`config.mk`:
```
export PLATFORM = sky130hd
export DESIGN_NAME = uart_tx_arbiter
export DESIGN_NICKNAME = d
export VERILOG_FILES = /design/src/rtl/uart_tx_arbiter.sv
export SDC_FILE = /design/constraint.sdc
export NUM_CORES = 1
export LEC_CHECK = 0
export CORE_UTILIZATION = 41
export CTS_CLUSTER_SIZE = 16
export DETAILED_ROUTE_END_ITERATION = 16
export GPL_TIMING_DRIVEN = 0
export PLACE_DENSITY = 0.79
export SLEW_MARGIN = 20
export SYNTH_ARGS = -nofsm -noshare
export SYNTH_HDL_FRONTEND = slang
export SYNTH_SLANG_ARGS = --single-unit
```
`constraint.sdc`:
```
create_clock -name clk -period 2.5 [get_ports clk]
set_input_delay 0.75 -clock clk [delete_from_list [all_inputs] [get_ports clk]]
set_output_delay 0.75 -clock clk [all_outputs]
set_load 0.005 [all_outputs]
```
`src/rtl/uart_tx_arbiter.sv`:
```
// uart_tx_arbiter: round-robin share of one UART transmitter among NUM_REQ
// byte requesters, with a watchdog on the transmitter's busy handshake.
module uart_tx_arbiter #(
    parameter int NUM_REQ      = 4,
    parameter int DATA_WIDTH   = 8,
    parameter int BUSY_TIMEOUT = 16,
    localparam int IDW = (NUM_REQ > 1) ? $clog2(NUM_REQ) : 1
) (
    input  logic                          clk,
    input  logic                          reset,
    input  logic [NUM_REQ-1:0]            req_valid,
    input  logic [NUM_REQ*DATA_WIDTH-1:0] req_data,
    output logic [NUM_REQ-1:0]            req_ready,
    output logic [DATA_WIDTH-1:0]         TX_Data,
    output logic                          transmit,
    input  logic                          busy,
    output logic [IDW-1:0]                grant_id,
    output logic                          active,
    output logic                          timeout_err
);

    localparam int CW = (BUSY_TIMEOUT > 1) ? $clog2(BUSY_TIMEOUT) : 1;

    typedef enum logic [1:0] {
        IDLE,
        WAIT_BUSY,
        WAIT_DONE
    } state_t;

    state_t                  state_q, state_d;
    logic [CW-1:0]           cnt_q, cnt_d;
    logic [IDW-1:0]          last_q, last_d;
    logic [IDW-1:0]          gid_q, gid_d;
    logic [DATA_WIDTH-1:0]   data_q, data_d;
    logic [NUM_REQ-1:0]      rdy_q, rdy_d;
    logic                    tx_q, tx_d;
    logic                    act_q, act_d;
    logic                    to_q, to_d;

    logic                    found;
    logic [IDW-1:0]          win;
    logic [DATA_WIDTH-1:0]   win_data;

    // Search starts just after the last winner so every requester waits
    // at most NUM_REQ-1 grants.
    always_comb begin
        found = 1'b0;
        win   = '0;
        for (int k = 1; k <= NUM_REQ; k++) begin
            int idx;
            idx = int'(last_q) + k;
            if (idx >= NUM_REQ) idx = idx - NUM_REQ;
            if (!found && req_valid[IDW'(idx)]) begin
                found = 1'b1;
                win   = IDW'(idx);
            end
        end
    end

    always_comb begin
        win_data = '0;
        for (int i = 0; i < NUM_REQ; i++) begin
            if (IDW'(i) == win) win_data = req_data[i*DATA_WIDTH +: DATA_WIDTH];
        end
    end

    always_comb begin
        state_d = state_q;
        cnt_d   = cnt_q;
        last_d  = last_q;
        gid_d   = gid_q;
        data_d  = data_q;
        tx_d    = tx_q;
        rdy_d   = '0;
        to_d    = 1'b0;

        case (state_q)
            IDLE: begin
                if (found && !busy) begin
                    data_d  = win_data;
                    gid_d   = win;
                    last_d  = win;
                    rdy_d   = NUM_REQ'(1) << win;
                    tx_d    = 1'b1;
                    cnt_d   = '0;
                    state_d = WAIT_BUSY;
                end
            end
            WAIT_BUSY: begin
                if (busy) begin
                    tx_d    = 1'b0;
                    state_d = WAIT_DONE;
                end else if (cnt_q == CW'(BUSY_TIMEOUT - 1)) begin
                    // Abandon the frame; the next search still starts after w.
                    tx_d    = 1'b0;
                    to_d    = 1'b1;
                    state_d = IDLE;
                end else begin
                    cnt_d = cnt_q + 1'b1;
                end
            end
            WAIT_DONE: begin
                if (!busy) state_d = IDLE;
            end
            default: begin
                tx_d    = 1'b0;
                state_d = IDLE;
            end
        endcase

        act_d = (state_d != IDLE);
    end

    always_ff @(posedge clk) begin
        if (reset) begin
            state_q <= IDLE;
            cnt_q   <= '0;
            last_q  <= IDW'(NUM_REQ - 1);
            gid_q   <= '0;
            data_q  <= '0;
            rdy_q   <= '0;
            tx_q    <= 1'b0;
            act_q   <= 1'b0;
            to_q    <= 1'b0;
        end else begin
            state_q <= state_d;
            cnt_q   <= cnt_d;
            last_q  <= last_d;
            gid_q   <= gid_d;
            data_q  <= data_d;
            rdy_q   <= rdy_d;
            tx_q    <= tx_d;
            act_q   <= act_d;
            to_q    <= to_d;
        end
    end

    assign req_ready   = rdy_q;
    assign TX_Data     = data_q;
    assign transmit    = tx_q;
    assign grant_id    = gid_q;
    assign active      = act_q;
    assign timeout_err = to_q;

endmodule

```
==> results.toml, run 1 <==
[synthesis]
synth_most_common_cell = "dfxtp_1"
synthAdderAreaFrac_pct = 1.02
syn_inst = 122
synth_top_family_by_area = "simple AND/OR/NAND/NOR gates"
ys_async_sr_fraction_pct = 0
ys_seq_area_share_pct = 40.9
syn_area_um2 = 1220
synth_area_per_cell_um2 = 10.0
ys_top_cells_by_area = "dfxtp_1 41%, mux2i_1 14%, o221ai_2 9.8%"
synth_edf_count = 0
ys_warn_count = 0
yosys.area.top_type = "dfxtp_1"
synth_top_flop_cell = "dfxtp_1"
ys_seq_elements = 25
netlist.area_leader.share_pct = 40.9
synth_compound_area_share_pct = 15.6
ys_types = 32
synthMuxAreaShare_pct = 13.9
synth_fp_nets = 162
synth_common_cells = "25 x dfxtp_1, 17 x mux2i_1, 12 x nor2_1"
synth_xor_area_share_pct = 2.86
synth_simple_gate_area_share_pct = 22.1

[worst_setup_path]
cp.required_ps = 2700
r2r_cells = 6
worstSetupPathType = "in2reg"
reg2reg_to = "TX_Data[2]$_SDFFE_PP0P_"
cp_slowest_stage_delay_ps = 550
endpoint = "TX_Data[4]$_SDFFE_PP0P_"
critical_path.top_delay_family = "buffers and inverters"
worst_ep_arrival_time_ps = 2570
cp-end-kind = "flop"
slowest_stage = "clkdlybuf4s50_1"
r2r-start = "state_q[1]$_SDFF_PP0_"
crit_start = "req_valid[3]"
reg2reg_slack_ps = 670
critPathBufInv = 2
cp_max_fo = 10
worstSetupPathDepth = 7
worstSetupStartpointType = "input pin"
crit_chain = "clkdlybuf4s50_1 > nor2b_1 > a21oi_1 > o221ai_1 > clkbuf_2 > mux2i_1 > o221ai_2"

[sta]
fin_crit_ps = 2370
layout_worst_path_cycle_share_pct = 94.9
setup_viol = 0
setup_slack_ps = 126
tns_ps = 0
fmax_mhz = 421
skew_ps = 9.28
hold_violations = 0
drv_slew = 0
tightest_slew_ps = 665
whs_ps = 492
maxSlewHeadroom_pct = 55.3
rsz0062_at_grt = "no"

[cells_and_area]
n_antenna_cell = 0
nets = 222
drive_above_1_share_pct = 11.0
final_core_util_pct = 66.5
syn_to_final_growth_pct = 51.2
fin_area_um2 = 1850

[power_and_ir_drop]
clockPowerShare_pct = 20.6
p_int_uw = 642
swShare_pct = 27.4
power_switching_uw = 242
powerDensity_nw_per_um2 = 478
power_leakage_nw = 0.705
p_seq_share_pct = 50.5
power_frac_comb_pct = 28.8
ir_worst_vdd_mv = 0.402

[cts]
cts.sinks = 25
holdBufCountCts = 0
clk_pin_slew_ps = 140
clk_latency_ps = 320
htree_levels = 1
cts_setup_buffers = 0
clock_path_buffers = 2
root_buffer = "clkbuf_4"
numCtsBuffers = 3
cts_tree = "built"

[detailed_routing]
viasPerCell = 5.42
wl_per_cell_um = 14.3
drtAntennaViolNets = 0
drtIter0Drc = 47
drc = 0
drt_first_pass_iters = 4
vias = 1148
routed_wl_um = 3020

[global_routing]
grt_overflow_total = 0
grt_pass1_vias = 1165
grt_pass1_wl_um = 4970
antenna_found_initial = 0
grt_usage_pct = 20.1
grt_start_max_net_pins = 15

[placed_design]
place_congestion = 0.795
portBuffers = 55
hpwl_um = 2420
placed_area_um2 = 1810
post-place-ws_ps = -375

[die]
die_y_um = 56.6
initial_core_util_pct = 44.0
dieWidth_um = 56.6
num_rows = 19
io_pins = 56
dieArea_um2 = 3210
core_um2 = 2780

[status]
outcome = "finished, final reports clean"

[hold_path]
hp-class = "reg2reg"

[flow_run]
max_cap_violations = 0
-- final cells by class --
type,count,area [µm²]
buffer,7,40.0
clock buffer,3,22.5
clock inverter,1,5.00
fill,230,931
inverter,2,7.51
multi-input combinational,88,686
sequential,25,500
tap,31,38.8
timing repair buffer,55,551
-- worst min-delay path by stage --
stage / from / endpoint / cells past startpoint / slack (ps)
after global routing: grant_id[0]$_SDFFE_PP0P_ / grant_id[0]$_SDFFE_PP0P_ / 2 / 530
after global placement: cnt_q[1]$_SDFFE_PP0P_ / cnt_q[1]$_SDFFE_PP0P_ / 2 / 460
after floorplan: cnt_q[1]$_SDFFE_PP0P_ / cnt_q[1]$_SDFFE_PP0P_ / 2 / 450
final: cnt_q[1]$_SDFFE_PP0P_ / cnt_q[1]$_SDFFE_PP0P_ / 2 / 490
after detailed placement: cnt_q[1]$_SDFFE_PP0P_ / cnt_q[1]$_SDFFE_PP0P_ / 2 / 470
after CTS: cnt_q[1]$_SDFFE_PP0P_ / cnt_q[1]$_SDFFE_PP0P_ / 2 / 490
-- routing by layer --
metal | GRT usage [%] | vias up | share of wire (%)
met2 | 37.8 | 28 | 55
met5 | 0 | - | 0
met1 | 22.0 | 552 | 40
met4 | 9.41 | 0 | 1.7
met3 | 2.30 | 4 | 3.2
li1 | - | 564 | -
-- cell families after synthesis --
kind of cell / Yosys count
and+or+nand+nor: 47
DFF: 25
AOI/OAI and AO/OA: 19
muxes: 17
buffers and inverters: 9
xor gates and xnor gates: 4
adders and majority gates: 1
-- worst min-delay path, delay by kind of cell, from the launching register on --
kind            cells  cell delay [ps]
flops               1              350
simple gates        1               60
compound gates      1               50
-- per-stage QoR --
stage / total power, mW / std cells
2_1_floorplan: 0.577 / 122
3_5_place_dp: 0.709 / 208
4_1_cts: 0.887 / 212
5_1_grt: 0.923 / 212
6_report: 0.884 / 212
3_3_place_gp: 0.701 / 208
-- layout by cell type (no fill, tap or decap), types with 4 or more instances in the layout --
cell type,count
mux2i_1,17
clkdlybuf4s50_1,55
clkbuf_4,4
nor2_1,12
a21oi_1,5
dfxtp_1,25
nor3_1,5
nand3b_1,8
o221ai_2,8
-- power by group through the flow --
| stage | combinational, mW | sequential (mW) | clock, mW |
|---|---|---|---|
| floorplan | 0.122 | 0.454 | 0 |
| global placement | 0.248 | 0.454 | 0 |
| detailed placement | 0.254 | 0.456 | 0 |
| CTS | 0.255 | 0.447 | 0.185 |
| global route | 0.274 | 0.451 | 0.198 |
| finish | 0.255 | 0.447 | 0.183 |
-- timing repair --
item,CTS,global route
hold endpoints to repair,0,0
resized for setup,1,2
setup endpoints to repair,5,9
-- flip-flops by register name (all words and copies together) (netlist names), 2 cells and up --
name,count
req_ready,4
grant_id,2
state_q,2
last_q,2
cnt_q,4
TX_Data,8
No activity file was read; power rests on OpenSTA's default activity.
==> run 2, diff against run 1 <==
--- a/config.mk
+++ b/config.mk
@@ -5,6 +5,7 @@
 export SDC_FILE = /design/constraint.sdc
 export NUM_CORES = 1
 export LEC_CHECK = 0
+export CAP_MARGIN = 5
 export CORE_UTILIZATION = 41
 export CTS_CLUSTER_SIZE = 16
 export DETAILED_ROUTE_END_ITERATION = 16
==> results of run 2 <==
No change in the layout: final DEF, timing and power equal those of run 1.
